**config.mk**
```make
export PLATFORM = sky130hd
export DESIGN_NAME = fsm_cpu
export DESIGN_NICKNAME = d
export VERILOG_FILES = /design/src/rtl/fsm_cpu.sv
export SDC_FILE = /design/constraint.sdc
export NUM_CORES = 1
export LEC_CHECK = 0
export CORE_AREA = 3 3 40 42
export CTS_CLUSTER_DIAMETER = 60
export DETAILED_ROUTE_END_ITERATION = 7
export DIE_AREA = 0 0 43 45
export GPL_TIMING_DRIVEN = 0
export PLACE_DENSITY = 0.55
export REMOVE_ABC_BUFFERS = 1
export SYNTH_ARGS = -nofsm -noshare
export SYNTH_HDL_FRONTEND = slang
export SYNTH_SLANG_ARGS = --single-unit
```
**constraint.sdc**
```tcl
create_clock -name clock -period 1.1 [get_ports clock]
set_input_delay 0.11 -clock clock [delete_from_list [all_inputs] [get_ports clock]]
set_output_delay 0.11 -clock clock [all_outputs]
set_load 0.01 [all_outputs]
```
**src/rtl/fsm_cpu.sv**
```systemverilog
// CPU-side sender of a 4-phase send/ack link: pushes dado_cpu onto dado_t whenever it differs from the last accepted word.
// Optional ack timeout with an ERR state is enabled by defining FSM_CPU_ACK_TIMEOUT_EN.
module fsm_cpu #(
    parameter int DATA_W      = 2,
    parameter int SYNC_STAGES = 2,
    parameter int TIMEOUT_CYC = 64
) (
    input  logic              clock,
    input  logic              reset,
    input  logic [DATA_W-1:0] dado_cpu,
    input  logic [1:0]        ack,
    output logic [1:0]        send,
    output logic [DATA_W-1:0] dado_t
);

    typedef enum logic [1:0] {
        IDLE = 2'b00,
        REQ  = 2'b01,
        REL  = 2'b10,
        ERR  = 2'b11
    } state_t;

    localparam logic [1:0] SEND_IDLE = 2'b00;
    localparam logic [1:0] SEND_REQ  = 2'b01;
    localparam logic [1:0] SEND_REL  = 2'b10;
    localparam logic [1:0] SEND_ERR  = 2'b11;

    if (SYNC_STAGES < 2 || TIMEOUT_CYC < 1) begin : g_bad_params
        $error("fsm_cpu: SYNC_STAGES must be >= 2 and TIMEOUT_CYC >= 1");
    end

    state_t                        state_q, state_d;
    logic [1:0]                    send_q, send_d;
    logic [DATA_W-1:0]             dado_t_q, dado_t_d;
    logic [DATA_W-1:0]             last_sent_q, last_sent_d;
    logic                          retry_q, retry_d;
    logic [SYNC_STAGES-1:0][1:0]   sync_q, sync_d;
    logic [1:0]                    ack_s;
    logic                          timeout;

`ifdef FSM_CPU_ACK_TIMEOUT_EN
    localparam int CNT_W = (TIMEOUT_CYC > 1) ? $clog2(TIMEOUT_CYC) : 1;
    logic [CNT_W-1:0] cnt_q, cnt_d;
    assign timeout = (state_q == REQ || state_q == REL) && (cnt_q == CNT_W'(TIMEOUT_CYC - 1));
`else
    assign timeout = 1'b0;
`endif

    assign sync_d = {sync_q[SYNC_STAGES-2:0], ack};
    assign ack_s  = sync_q[SYNC_STAGES-1];
    assign send   = send_q;
    assign dado_t = dado_t_q;

    always_comb begin
        state_d     = state_q;
        send_d      = send_q;
        dado_t_d    = dado_t_q;
        last_sent_d = last_sent_q;
        retry_d     = retry_q;

        case (state_q)
            IDLE: begin
                if (dado_cpu != last_sent_q) begin
                    dado_t_d = dado_cpu;
                    send_d   = SEND_REQ;
                    state_d  = REQ;
                end
            end
            REQ: begin
                if (ack_s == 2'b01) begin
                    last_sent_d = dado_t_q;
                    retry_d     = 1'b0;
                    send_d      = SEND_REL;
                    state_d     = REL;
                end else if (ack_s[1]) begin
                    retry_d = 1'b1;
                    send_d  = SEND_REL;
                    state_d = REL;
                end
            end
            REL: begin
                if (ack_s == 2'b00) begin
                    send_d  = retry_q ? SEND_REQ : SEND_IDLE;
                    state_d = retry_q ? REQ : IDLE;
                end
            end
            default: begin
                // ERR leaves last_sent alone so the same word is offered again from IDLE.
                if (ack_s == 2'b00) begin
                    send_d  = SEND_IDLE;
                    state_d = IDLE;
                end
            end
        endcase

        // A genuine ack on the deadline cycle wins over the timeout.
        if (timeout && state_d == state_q) begin
            send_d  = SEND_ERR;
            state_d = ERR;
        end
    end

`ifdef FSM_CPU_ACK_TIMEOUT_EN
    always_comb begin
        cnt_d = cnt_q + CNT_W'(1);
        if (state_d != state_q) begin
            cnt_d = '0;
        end
    end
`endif

    always_ff @(posedge clock) begin
        if (!reset) begin
            state_q     <= IDLE;
            send_q      <= SEND_IDLE;
            dado_t_q    <= '0;
            last_sent_q <= '0;
            retry_q     <= 1'b0;
            sync_q      <= '0;
`ifdef FSM_CPU_ACK_TIMEOUT_EN
            cnt_q       <= '0;
`endif
        end else begin
            state_q     <= state_d;
            send_q      <= send_d;
            dado_t_q    <= dado_t_d;
            last_sent_q <= last_sent_d;
            retry_q     <= retry_d;
            sync_q      <= sync_d;
`ifdef FSM_CPU_ACK_TIMEOUT_EN
            cnt_q       <= cnt_d;
`endif
        end
    end

endmodule

```
# After elaboration in Yosys (flattened, before gate mapping)
# Cells that the tools add are included.
[word_totals]
ff_bits = 11
latch_bits = 0
ramBits = 0
mem_bits_ro = 0
in_bits = 6
out_inout_bits = 4
word_cells = 30
n_memories = 0
[classes]
n_addsub = 0
mul = 0
n_div = 0
magnitude_cmp = 0
n_eq_ne = 7
shifts = 0
n_mux = 9
n_bitwise = 0
reduce_logical = 8
[op_table]
columns = ["op", "count"]
rows = [
  ["two-way mux 2 bit", 5],
  ["case mux 2 bit (3 select lines)", 1],
  ["AND reduction 2 bit", 3],
  ["== test 2 x 1 -> 1 bit (second input constant)", 2],
  ["logical NOT 2 bit", 2],
  ["inequality test 2 bit (second input constant)", 2],
  ["AND reduction 4 bit", 1],
  ["two-way mux 1 bit", 3],
  ["inequality test 3 bit (second input constant)", 1],
  ["nonzero test 3 bit", 1],
  ["== test 2 bit (second input constant)", 1],
  ["inequality test 2 bit", 1],
  ["nonzero test 2 bit", 1],
]

# Depth between registers and ports, before layout
[logic_depth]
ltp_word = 3
ltp_mapped = 3
depth_no_buf = 3

# Worst setup path before layout
# No wires, ideal clock.
[synth_path]
path_type = "reg2reg"
start = "register, netlist name send[0]"
end = "register last_sent_q[0]"
setup_ps = 117
t_arrival_ps = 949
t_required_ps = 983
slack_ps = 33
path_stages_with_launch = 4
path_buffers = 0
synth_period_minus_slack_ps = 1067
cell_sequence = "dfxtp_1 and4bb_2 mux2i_1 nor2_1"
[synth_rtl]
columns = ["element", "line", "text"]
rows = [
  ["end signal: assignment", "127", "last_sent_q <= last_sent_d;"],
  ["end: declaration", "35", "logic [DATA_W-1:0] last_sent_q, last_sent_d;"],
]

==> flow_metrics.py <==
metrics = {
    "status": {
        "status": "finished clean",
    },
    "critical_path": {
        "required_ns": 1.26,
        "cpPeakStageDelay_ns": 0.37,
        "start_kind": "flop",
        "slowest_stage": "dfxtp_4",
        "worst_setup_path_end_kind": "flop",
        "worstPathArrival_ns": 1.21,
        "path_cells": "and4bb_2 -> mux2i_1 -> nor2_1",
        "crit_fanout": 8,
        "worstSetupPathType": "flop to flop",
    },
    "finish": {
        "num_antenna_cells": 0,
        "fillCellCount": 123,
        "stdcell_count": 69,
        "area_growth_syn_to_layout_pct": 34.3,
        "drive_gt1_frac": 0.185,
        "design_area_um2": 573,
        "fin_nets": 61,
    },
    "route": {
        "vias_per_cell": 4.65,
        "ant_nets": 0,
        "wl_met1_um": 316,
        "drtIter0Drc": 1,
        "wl_met2_um": 359,
        "num_vias": 321,
        "met3_length_um": 55,
        "drc": 0,
        "first_pass_iters": 4,
        "post_drt_wl_per_cell_um": 10.7,
        "highest_layer": "met4",
        "wl_um": 741,
    },
    "yosys": {
        "synthFlopType": "dfxtp_1",
        "netlist.area_leader.share": 0.516,
        "seq_area_frac_synth": 0.516,
        "ys_seq_elements": 11,
        "synth-warning-count": 0,
        "synthMostInstantiatedCell": "dfxtp_1",
        "ys_top_cells_by_count": "dfxtp_1, nor2_1, and2_1, mux2i_1, nand2_1",
        "synth.avg_cell_area_um2": 10.4,
        "syn_inst": 41,
        "netlist_area_um2": 427,
        "ys_types": 15,
        "synth_top_area_cell": "dfxtp_1",
        "ys_top_cells_by_area": "dfxtp_1, mux2i_1, xnor2_1",
        "synthArstFlopShare": 0,
        "synth_edf_count": 0,
    },
    "clocking": {
        "clkLatencyLatePin_ns": 0.27,
        "cts_inserted_buffers": 3,
        "cts_root_buffer": "clkbuf_4",
        "cts_max_path_buffers": 2,
        "holdBufCountCts": 0,
        "clock-sinks": 11,
        "path_clk_slew_ns": 0.07,
        "tritoncts": "built",
        "cts_htree_levels": 1,
    },
    "die": {
        "core_area_mm2": 0.00128,
        "die_w_um": 43,
        "ios": 10,
        "die_y_um": 45,
        "initial_core_util": 0.332,
        "dieArea_mm2": 0.00194,
        "rows": 13,
    },
    "place": {
        "dp_cells": 65,
        "port_buffers": 9,
        "placed_area_um2": 536,
        "gp_congestion": 0.746,
    },
    "run": {
        "maxCapViolCount": 0,
    },
    "global_route": {
        "grt_first_pass_wirelength_um": 1200,
        "antenna_found_initial": 0,
        "overflow": 0,
        "grt_max_degree": 10,
        "grt_pass1_vias": 299,
        "grt_usage": 0.0895,
    },
    "timing": {
        "hold_viol_final": 0,
        "timing.fmax_mhz": 951,
        "rsz0062_at_grt": "yes",
        "fin_crit_ns": 1.05,
        "tightest_slew_ns": 0.330,
        "finalSetupTns_ns": 0,
        "max_slew_margin": 0.778,
        "clock-skew-final_ns": 0.00343,
        "slew_violations": 0,
        "holdWs_ns": 0.411,
        "setup_viol": 0,
        "min_period_over_period": 0.956,
    },
    "worst_hold_path": {
        "hold_class": "input port to flop",
    },
    "pwr": {
        "vdd_drop_max_uv": 733,
        "finalPower_mw": 0.820,
        "p_per_area_mw_per_mm2": 1430,
        "leakagePower_nw": 0.238,
    },
}
[cell families (layout without fill, tap and decap cells)]
family / after synthesis / after routing / share of synthesized area
simple gates: 16 / 16 / 0.196
flops: 11 / 11 / 0.516
xor+xnor: 3 / 3 / 0.0616
buf+inv: 2 / 15 / 0.0176
mux: 4 / 4 / 0.0938
compound gates: 5 / 5 / 0.114
[cells in the final DEF, fill, tap and decap left out, drive strengths merged, types with 2 or more instances in the layout]
cell	instances
dfxtp	11
clkdlybuf4s50	5
nor2	5
nand2	4
mux2i	4
and2	4
dlygate4sd2	4
xnor2	3
clkbuf	3
inv	2
[metal layers]
layer | vias to the layer above | GRT usage
li1 | 166 | -
met1 | 143 | 0.0978
met2 | 10 | 0.126
met3 | 2 | 0.0518
met4 | 0 | 0.0723
met5 | - | 0
[per-stage QoR]
step | util | worst slack (ns)
4_1_cts | 0.436 | 0.0276
6_report | 0.446 | 0.0487
2_1_floorplan | - | 0.0335
5_1_grt | 0.446 | -0.0286
3_3_place_gp | 0.417 | -0.115
3_5_place_dp | 0.417 | -0.159
[sequential cells by signal (all words and copies together), names as in the netlist]
| signal | count |
|---|---|
| sync_d | 2 |
| last_sent_q | 2 |
| dado_t | 2 |
| retry_q | 1 |
| ack_s | 2 |
| send | 2 |
[critical path, delay by kind of cell, from the launching register on]
kind	cells	cell delay [ns]
flip-flops	1	0.37
AND/OR/NAND/NOR	2	0.38
multiplexers	1	0.20
[cell type report]
| cell class | count | area, um^2 | share of cell area |
|---|---|---|---|
| multi-input cells | 28 | 209 | 0.365 |
| flip-flops and latches | 11 | 225 | 0.393 |
| clock inverters | 1 | 5.00 | 0.00873 |
| well taps | 15 | 18.8 | 0.0328 |
| clock buffers | 3 | 22.5 | 0.0393 |
| repair buffers | 9 | 85.1 | 0.148 |
| inverters | 2 | 7.51 | 0.0131 |
[power breakdown]
group	internal, mW	total, mW	leakage (nW)	switching (mW)
combinational	0.0631	0.111	0.129	0.0476
clock	0.135	0.274	0.0177	0.139
sequential	0.418	0.436	0.0913	0.0177
[what timing repair did]
action                     in CTS  in global routing
setup buffers                   0                  0
resized for setup               6                  3
pin swaps                       0                  0
gates cloned                    0                  0
setup endpoints to repair       4                  5
[worst paths after layout]
kind | start | end | slack, ns | cells after the start
setup reg to reg | send[1]$_SDFFE_PN0P_ | last_sent_q[1]$_SDFFE_PN0P_ | 0.05 | 3
hold reg to reg | sync_d[2]$_SDFF_PN0_ | ack_s[0]$_SDFF_PN0_ | 0.43 | 1
hold / removal | ack[0] | sync_d[2]$_SDFF_PN0_ | 0.41 | 2
setup / recovery | send[1]$_SDFFE_PN0P_ | last_sent_q[1]$_SDFFE_PN0P_ | 0.05 | 3
Power figures use the tool's default switching activity.
